[config.mk]
export PLATFORM = sky130hd
export DESIGN_NAME = gamepad_reader_flat
export DESIGN_NICKNAME = d
export VERILOG_FILES = /design/src/rtl/gamepad_pkg.sv /design/src/rtl/gamepad_if.sv /design/src/rtl/pad_sync.sv /design/src/rtl/gamepad_reader.sv /design/src/flat_wrapper.sv
export SDC_FILE = /design/constraint.sdc
export NUM_CORES = 1
export LEC_CHECK = 0
export ABC_AREA = 1
export BUFFER_PORTS_ARGS = -buffer_cell sky130_fd_sc_hd__buf_2
export CAP_MARGIN = 30
export CORE_ASPECT_RATIO = 1.25
export CORE_MARGIN = 1
export CORE_UTILIZATION = 62
export DETAILED_ROUTE_END_ITERATION = 16
export PLACE_DENSITY_LB_ADDON = 0.05
export REMOVE_ABC_BUFFERS = 1
export SLEW_MARGIN = 20
export SYNTH_ARGS = -nofsm -noshare
export SYNTH_HDL_FRONTEND = slang
export SYNTH_SLANG_ARGS = --single-unit
[constraint.sdc]
create_clock -name clk -period 3.55 [get_ports clk]
set_input_delay 0.5325 -clock clk [delete_from_list [all_inputs] [get_ports clk]]
set_output_delay 0.5325 -clock clk [all_outputs]
set_load 0.01 [all_outputs]
[src/rtl/gamepad_pkg.sv]
// Shared definitions for the serial gamepad reader: FSM encoding, button indices, defaults
// and the contradictory-direction cleanup.
package gamepad_pkg;

   typedef enum logic [2:0] {
      ST_IDLE,
      ST_LATCH,
      ST_LOW,
      ST_HIGH,
      ST_DONE
   } state_t;

   localparam int unsigned BTN_A      = 0;
   localparam int unsigned BTN_B      = 1;
   localparam int unsigned BTN_SELECT = 2;
   localparam int unsigned BTN_START  = 3;
   localparam int unsigned BTN_UP     = 4;
   localparam int unsigned BTN_DOWN   = 5;
   localparam int unsigned BTN_LEFT   = 6;
   localparam int unsigned BTN_RIGHT  = 7;

   localparam int unsigned DEF_CLK_DIV     = 4;
   localparam int unsigned DEF_POLL_PERIOD = 1000;

   // Opposite directions pressed together are both reported released.
   function automatic logic [7:0] clean_dirs(input logic [7:0] b);
      logic [7:0] r;
      r = b;
      if (b[BTN_UP] && b[BTN_DOWN]) begin
         r[BTN_UP]   = 1'b0;
         r[BTN_DOWN] = 1'b0;
      end
      if (b[BTN_LEFT] && b[BTN_RIGHT]) begin
         r[BTN_LEFT]  = 1'b0;
         r[BTN_RIGHT] = 1'b0;
      end
      return r;
   endfunction

endpackage

[src/rtl/gamepad_if.sv]
// Controller-side wires of the latch/clock/data shift protocol.
interface gamepad_if;
   logic pad_data;
   logic pad_latch;
   logic pad_clk;

   modport master (input pad_data, output pad_latch, output pad_clk);
   modport slave  (output pad_data, input pad_latch, input pad_clk);
endinterface

[src/rtl/pad_sync.sv]
// Two-flop synchroniser for the asynchronous pad data line; resets to released (1).
module pad_sync (
   input  logic clk,
   input  logic reset,
   input  logic d,
   output logic q
);

   logic meta;

   always_ff @(posedge clk or posedge reset) begin
      if (reset) begin
         meta <= 1'b1;
         q    <= 1'b1;
      end else begin
         meta <= d;
         q    <= meta;
      end
   end

endmodule

[src/rtl/gamepad_reader.sv]
// NES-style gamepad poller: latches, shifts in eight active-low bits and presents cleaned,
// registered button levels. Define GAMEPAD_PRESS_EN to enable the new-press pulse output.
module gamepad_reader
   import gamepad_pkg::*;
#(
   parameter int unsigned CLK_DIV     = DEF_CLK_DIV,
   parameter int unsigned POLL_PERIOD = DEF_POLL_PERIOD
) (
   input  logic        clk,
   input  logic        reset,
   gamepad_if.master   pad,
   output logic        A,
   output logic        B,
   output logic        select,
   output logic        start,
   output logic        up,
   output logic        down,
   output logic        left,
   output logic        right,
   output logic        frame_valid,
   output logic [7:0]  press
);

   localparam int unsigned TICK_W = $clog2(2 * CLK_DIV);
   localparam int unsigned POLL_W = $clog2(POLL_PERIOD + 1);

   state_t              state;
   logic [TICK_W-1:0]   tick;
   logic [POLL_W-1:0]   poll_cnt;
   logic [2:0]          idx;
   logic [7:0]          shift_q;
   logic [7:0]          btn_q;
   logic [7:0]          cleaned;
   logic                data_s;
   logic                latch_q;
   logic                pclk_q;

   pad_sync u_sync (
      .clk   (clk),
      .reset (reset),
      .d     (pad.pad_data),
      .q     (data_s)
   );

   always_comb cleaned = clean_dirs(shift_q);

`ifdef GAMEPAD_PRESS_EN
   logic [7:0] prev_q;
   logic [7:0] press_q;
   assign press = press_q;
`else
   assign press = 8'b0;
`endif

   always_ff @(posedge clk or posedge reset) begin
      if (reset) begin
         state       <= ST_IDLE;
         tick        <= '0;
         poll_cnt    <= '0;
         idx         <= 3'd0;
         shift_q     <= 8'b0;
         btn_q       <= 8'b0;
         latch_q     <= 1'b0;
         pclk_q      <= 1'b0;
         frame_valid <= 1'b0;
`ifdef GAMEPAD_PRESS_EN
         prev_q      <= 8'b0;
         press_q     <= 8'b0;
`endif
      end else begin
         frame_valid <= 1'b0;
`ifdef GAMEPAD_PRESS_EN
         press_q     <= 8'b0;
`endif
         case (state)
            ST_IDLE: begin
               if (poll_cnt == POLL_W'(POLL_PERIOD - 1)) begin
                  state    <= ST_LATCH;
                  poll_cnt <= '0;
                  tick     <= '0;
                  latch_q  <= 1'b1;
               end else begin
                  poll_cnt <= poll_cnt + 1'b1;
               end
            end
            ST_LATCH: begin
               if (tick == TICK_W'(2 * CLK_DIV - 1)) begin
                  state   <= ST_LOW;
                  tick    <= '0;
                  idx     <= 3'd0;
                  latch_q <= 1'b0;
               end else begin
                  tick <= tick + 1'b1;
               end
            end
            ST_LOW: begin
               // Sample late in the low phase so the synchroniser has settled.
               if (tick == TICK_W'(CLK_DIV - 1)) begin
                  shift_q[idx] <= ~data_s;
                  tick         <= '0;
                  if (idx == 3'd7) begin
                     state <= ST_DONE;
                  end else begin
                     state  <= ST_HIGH;
                     pclk_q <= 1'b1;
                  end
               end else begin
                  tick <= tick + 1'b1;
               end
            end
            ST_HIGH: begin
               if (tick == TICK_W'(CLK_DIV - 1)) begin
                  state  <= ST_LOW;
                  tick   <= '0;
                  idx    <= idx + 3'd1;
                  pclk_q <= 1'b0;
               end else begin
                  tick <= tick + 1'b1;
               end
            end
            ST_DONE: begin
               btn_q       <= cleaned;
               frame_valid <= 1'b1;
`ifdef GAMEPAD_PRESS_EN
               press_q     <= cleaned & ~prev_q;
               prev_q      <= cleaned;
`endif
               state       <= ST_IDLE;
               poll_cnt    <= '0;
               tick        <= '0;
            end
            default: begin
               state    <= ST_IDLE;
               poll_cnt <= '0;
               tick     <= '0;
            end
         endcase
      end
   end

   assign pad.pad_latch = latch_q;
   assign pad.pad_clk   = pclk_q;

   assign A      = btn_q[BTN_A];
   assign B      = btn_q[BTN_B];
   assign select = btn_q[BTN_SELECT];
   assign start  = btn_q[BTN_START];
   assign up     = btn_q[BTN_UP];
   assign down   = btn_q[BTN_DOWN];
   assign left   = btn_q[BTN_LEFT];
   assign right  = btn_q[BTN_RIGHT];

endmodule
[src/flat_wrapper.sv]
// flat-port wrapper written by rule: the top's interface ports become plain ports
module gamepad_reader_flat import gamepad_pkg::*;
#(
   parameter int unsigned CLK_DIV     = DEF_CLK_DIV,
   parameter int unsigned POLL_PERIOD = DEF_POLL_PERIOD
)
  (clk, reset, A, B, select, start, up, down, left, right, frame_valid, press, pad_pad_data, pad_pad_latch, pad_pad_clk);
  gamepad_if pad_i ();
  input  logic clk;
  input  logic reset;
  output logic A;
  output logic B;
  output logic select;
  output logic start;
  output logic up;
  output logic down;
  output logic left;
  output logic right;
  output logic frame_valid;
  output logic [7:0] press;
  input wire logic [$bits(pad_i.pad_data)-1:0] pad_pad_data;
  output wire logic [$bits(pad_i.pad_latch)-1:0] pad_pad_latch;
  output wire logic [$bits(pad_i.pad_clk)-1:0] pad_pad_clk;
  assign pad_i.pad_data = pad_pad_data;
  assign pad_pad_latch = pad_i.pad_latch;
  assign pad_pad_clk = pad_i.pad_clk;
  gamepad_reader #(.CLK_DIV(CLK_DIV), .POLL_PERIOD(POLL_PERIOD)) u_core (.clk(clk), .reset(reset), .pad(pad_i), .A(A), .B(B), .select(select), .start(start), .up(up), .down(down), .left(left), .right(right), .frame_valid(frame_valid), .press(press));
endmodule
# == Word-level counts from Yosys, hierarchy flattened ==
# Index checks and enable logic that the tools add are counted.
# totals
input_bits,3
ram_bits,0
elab_cells,72
ff_bits,40
memories,0
romBits,0
output_inout_bits,19
latch_bits,0
# classes
magnitude_cmp,2
shift,0
bitwise,1
n_mul,0
muxes,28
addsub,3
eq_ne,13
reduce_logical,14
n_div,0
# op_table
cell,count
2-to-1 mux 3 bit,10
one-hot mux 10 bit (2 select lines),1
one-hot mux 3 bit (4 select lines),1
"adder 10 x 1 -> 10 bit, second input constant",1
"equality test 10 bit, second input constant",1
2-to-1 mux 10 bit,1
"equality test 3 x 2 -> 1 bit, second input constant",3
"equality test 3 bit, second input constant",3
one-hot mux 3 bit (3 select lines),1
bitwise mux 8 bit,1
"inequality test 2 x 1 -> 1 bit, second input constant",4
AND reduction 4 bit,2
2-to-1 mux 1 bit,7
"adder 3 x 1 -> 3 bit, second input constant",2
one-hot mux 3 bit (2 select lines),1
AND reduction 3 bit,2
nonzero test 2 bit,3
"less-than comparator 3 x 4 -> 1 bit, second input constant",1
2-to-1 mux 2 bit,2
one-hot mux 1 bit (2 select lines),2
demux 1 bit (select 3 bit),1
"equality test 3 x 1 -> 1 bit, second input constant",1
"greater-or-equal comparator 3 x 1 -> 1 bit, second input constant",1
logical AND 1 bit,3
other kinds (6),6

# == Logic depth before layout (Yosys ltp) ==
# logic_depth
depth_word,5
ltp_mapped,9
mapped_depth_nobuf,9

# == Hierarchy ==
# From an unflattened synthesis, not the netlist that was laid out.
# hier_totals
cells_unflattened,245
hier_area_um2,2018.2
# modules_own_cells
module,cells_each,area_each_um2,instances,seq_area_each_um2
gamepad_reader,242,1961.9,1,950.9
pad_sync,3,56.3,1,52.6

# == Worst setup path after synthesis ==
# No wires, ideal clock.
# synth_path
path_kind,register -> register
startpoint,reg u_core.tick[0]
endpoint,reg u_core.shift_q[1]
n_path_buf,0
path_slack_ns,2.201
stages_incl_launch_ff,8
arrival_time_ns,1.229
setup_time_ns,0.121
path_cell_list,dfrtp_1 ha_1 ha_1 inv_1 nor3_1 nand3_1 nand2_1 o21ai_1
# synth_via
elab_chain_len,2
# synth_rtl
item,line_no,rtl
from (decl),gamepad_reader.sv:28,logic [TICK_W-1:0] tick;
from (signal assigned),gamepad_reader.sv:93,tick <= tick + 1'b1;
from (signal assigned),gamepad_reader.sv:108,tick <= tick + 1'b1;
from (signal assigned),gamepad_reader.sv:118,tick <= tick + 1'b1;
equality test 3 x 2 -> 1 bit,gamepad_reader.sv:98,if (tick == TICK_W'(CLK_DIV - 1)) begin
AND reduction 2 bit (no source line),-,
"to (signal, indexed assignment)",gamepad_reader.sv:99,shift_q[idx] <= ~data_s;
to (decl),gamepad_reader.sv:31,logic [7:0] shift_q;
# Every way passes these cells.
# A chain may end at the register's enable or synchronous reset.

# == Final worst setup path ==
# Same ends and word-level chain as after synthesis.

==> reports/qor.yml <==
rows: 22
rsz0062_at_grt: "no"
synthesis.area_um2: 2020
clockBufferDepth: 2
n_antenna_cell: 0
muxShareOfSynthArea_pct: 0
nets: 280
dr.pass1.iters: 4
hpwl_um: 2690
synth_compound_area_share_pct: 6.52
yosys.area_share.simple_pct: 28.9
status: "completed"
cts_resized: 0
final_cell_mix: "94 x nand2_1, 38 x dfrtp_1, 23 x inv_1"
hold_viol: 0
ys_ff_latch: 40
synth-async-reset-ratio_pct: 100
route.detailed.vias_per_inst: 5.14
pin_count: 22
synthXorXnorAreaFrac_pct: 1.30
die_w_um: 53
synth_edf_count: 0
setup_viol: 0
crit_fanout: 4
cts.sinks: 40
finalPower_mw: 0.784
path_class: "flop to flop"
synth_warnings: 0
arrival_ns: 1.85
wl_per_cell_um: 11.7
finClkSkew_ns: 0.0197
max-vdd-ir-drop_v: 0.000363
p_leak_nw: 1.17
die_y_um: 65.8
critPathLaunchType: "flop"
initial_core_util_pct: 66.6
yosys_most_used_dff: "dfrtp_1"
mostFrequentLayoutCell: "nand2_1"
drt_iter0_drc: 40
port_buffers: 13
die_area_um2: 3480
end_kind: "flop"
stdcell_count: 307
max_freq_mhz: 635
placed_cells: 298
grt_usage_pct: 24.1
report.final.slew_viol_count: 0
synth_cell_types: 27
required_ns: 3.83
hp-class: "input port to async pin"
antenna_found_initial: 0
grt_pass1_wl_um: 5890
postCtsHoldBufs: 0
drive_above_1_share_pct: 13.7
synth-seq-area-share_pct: 49.8
area_growth_pct: 8.26
antenna_left: 0
drt_wl_total_um: 3590
grt_pass1_vias: 1479
drc: 0
path_clk_slew_ns: 0.13
gp_congestion: 0.834
power_density_nw_per_um2: 359
max_cap_violations: 0
grt_overflow: 0
min_period_ns: 1.57
post-route-period-util_pct: 44.3
post_cts_buffers: 0
route.vias.total: 1578
coreArea_um2: 3030
netlist_instances: 251
cts_buffers: 5
synth.avg_cell_area_um2: 8.03
synth_top_family_by_area: "simple AND/OR/NAND/NOR gates"
cts_max_level: 2
grt_max_degree: 27
num-fill-cells: 271
synthAdderAreaFrac_pct: 4.35
setup_tns_ns: 0
cts.root.buffer_cell: "clkbuf_4"
clk_latency_ns: 0.37
cts_tree: "yes"
## worst max-delay path, stage by stage (launching register included)
cell	delay, ns
dfrtp_1	0.38
ha_1	0.21
ha_1	0.25
inv_1	0.08
nor3_1	0.29
nand3_1	0.15
nand2_1	0.09
o21ai_1	0.06
## Yosys cell counts (2+ instances only)
library cell,number,area share (%)
nor2_1,16,3.0
inv_2,5,0.93
o21ai_0,9,2.2
inv_1,23,4.3
ha_1,7,4.3
o21bai_1,2,0.74
xor2_1,3,1.3
dfrtp_1,38,47
nand3_1,19,4.7
nand2_1,94,18
dfstp_2,2,2.6
buf_4,8,3.0
o31ai_1,3,1.1
nand2_2,2,0.62
nor2_2,2,0.62
o21ai_1,4,0.99
nand4_1,4,1.2
## sequential cells by signal (all words and copies together), names as in the netlist
name	count
u_core.pad.pad_latch	1
u_core.idx	3
u_core.shift_q	8
u_core.btn_q	8
u_core.u_sync.meta	1
u_core.tick	3
u_core.state	3
u_core.pad.pad_clk	1
u_core.u_sync.q	1
u_core.poll_cnt	10
u_core.frame_valid	1
## power breakdown
part           internal [mW]  switching (mW)
Sequential             0.458        0.000817
Combinational        0.00320          0.0138
Clock                  0.150           0.159
## final timing paths
check                                        startpoint                             to  slack, ns  cells after the start
max                          u_core.tick[0]$_DFFE_PP0P_  u_core.shift_q[1]$_DFFE_PP0P_       1.98                      7
min                                               reset  u_core.shift_q[3]$_DFFE_PP0P_       0.05                      2
max reg2reg                  u_core.tick[0]$_DFFE_PP0P_  u_core.shift_q[1]$_DFFE_PP0P_       1.98                      7
min reg2reg                u_core.u_sync.meta$_DFF_PP1_      u_core.u_sync.q$_DFF_PP1_       0.36                      0
max in group asynchronous                         reset   u_core.u_sync.meta$_DFF_PP1_       3.01                      3
min in group clk                           pad_pad_data   u_core.u_sync.meta$_DFF_PP1_       0.26                      1
## routing by layer
metal / vias to the layer above / global-route usage [%] / part of all wire (%)
met5: - / 0 / 0
met2: 21 / 44.0 / 53
met1: 738 / 24.5 / 42
met3: 6 / 6.25 / 2.7
met4: 0 / 11.5 / 1.7
li1: 813 / - / -
## area by class of cell
cell class	count	area [µm²]	area share, %
Sequential cell	40	1000	46.0
Multi-Input combinational cell	180	857	39.3
Inverter	28	105	4.82
Timing Repair Buffer	15	87.6	4.01
Clock inverter	3	46.3	2.12
Tap cell	36	45.0	2.06
Clock buffer	5	37.5	1.72
## cell families (layout without fill, tap and decap cells)
kind of cell               after synthesis  after routing
and+or+nand+nor                        140            140
DFF                                     40             40
buffers and inverters                   38             51
AOI/OAI and AO/OA                       22             22
adders and majority gates                7              7
xor gates and xnor gates                 3              3
other                                    1              8
## stage by stage
step	hold slack [ns]	setup WS (ns)	cell area (µm²)	util, %
after global routing	0.0308	1.87	2180	72.1
after detailed placement	0.351	1.97	2080	68.8
final	0.0488	1.98	2180	72.1
after global placement	0.347	2.00	2080	68.8
after floorplan	0.345	2.10	1970	-
after CTS	0.247	1.96	2170	71.6
(Power assumes the default switching activity.)
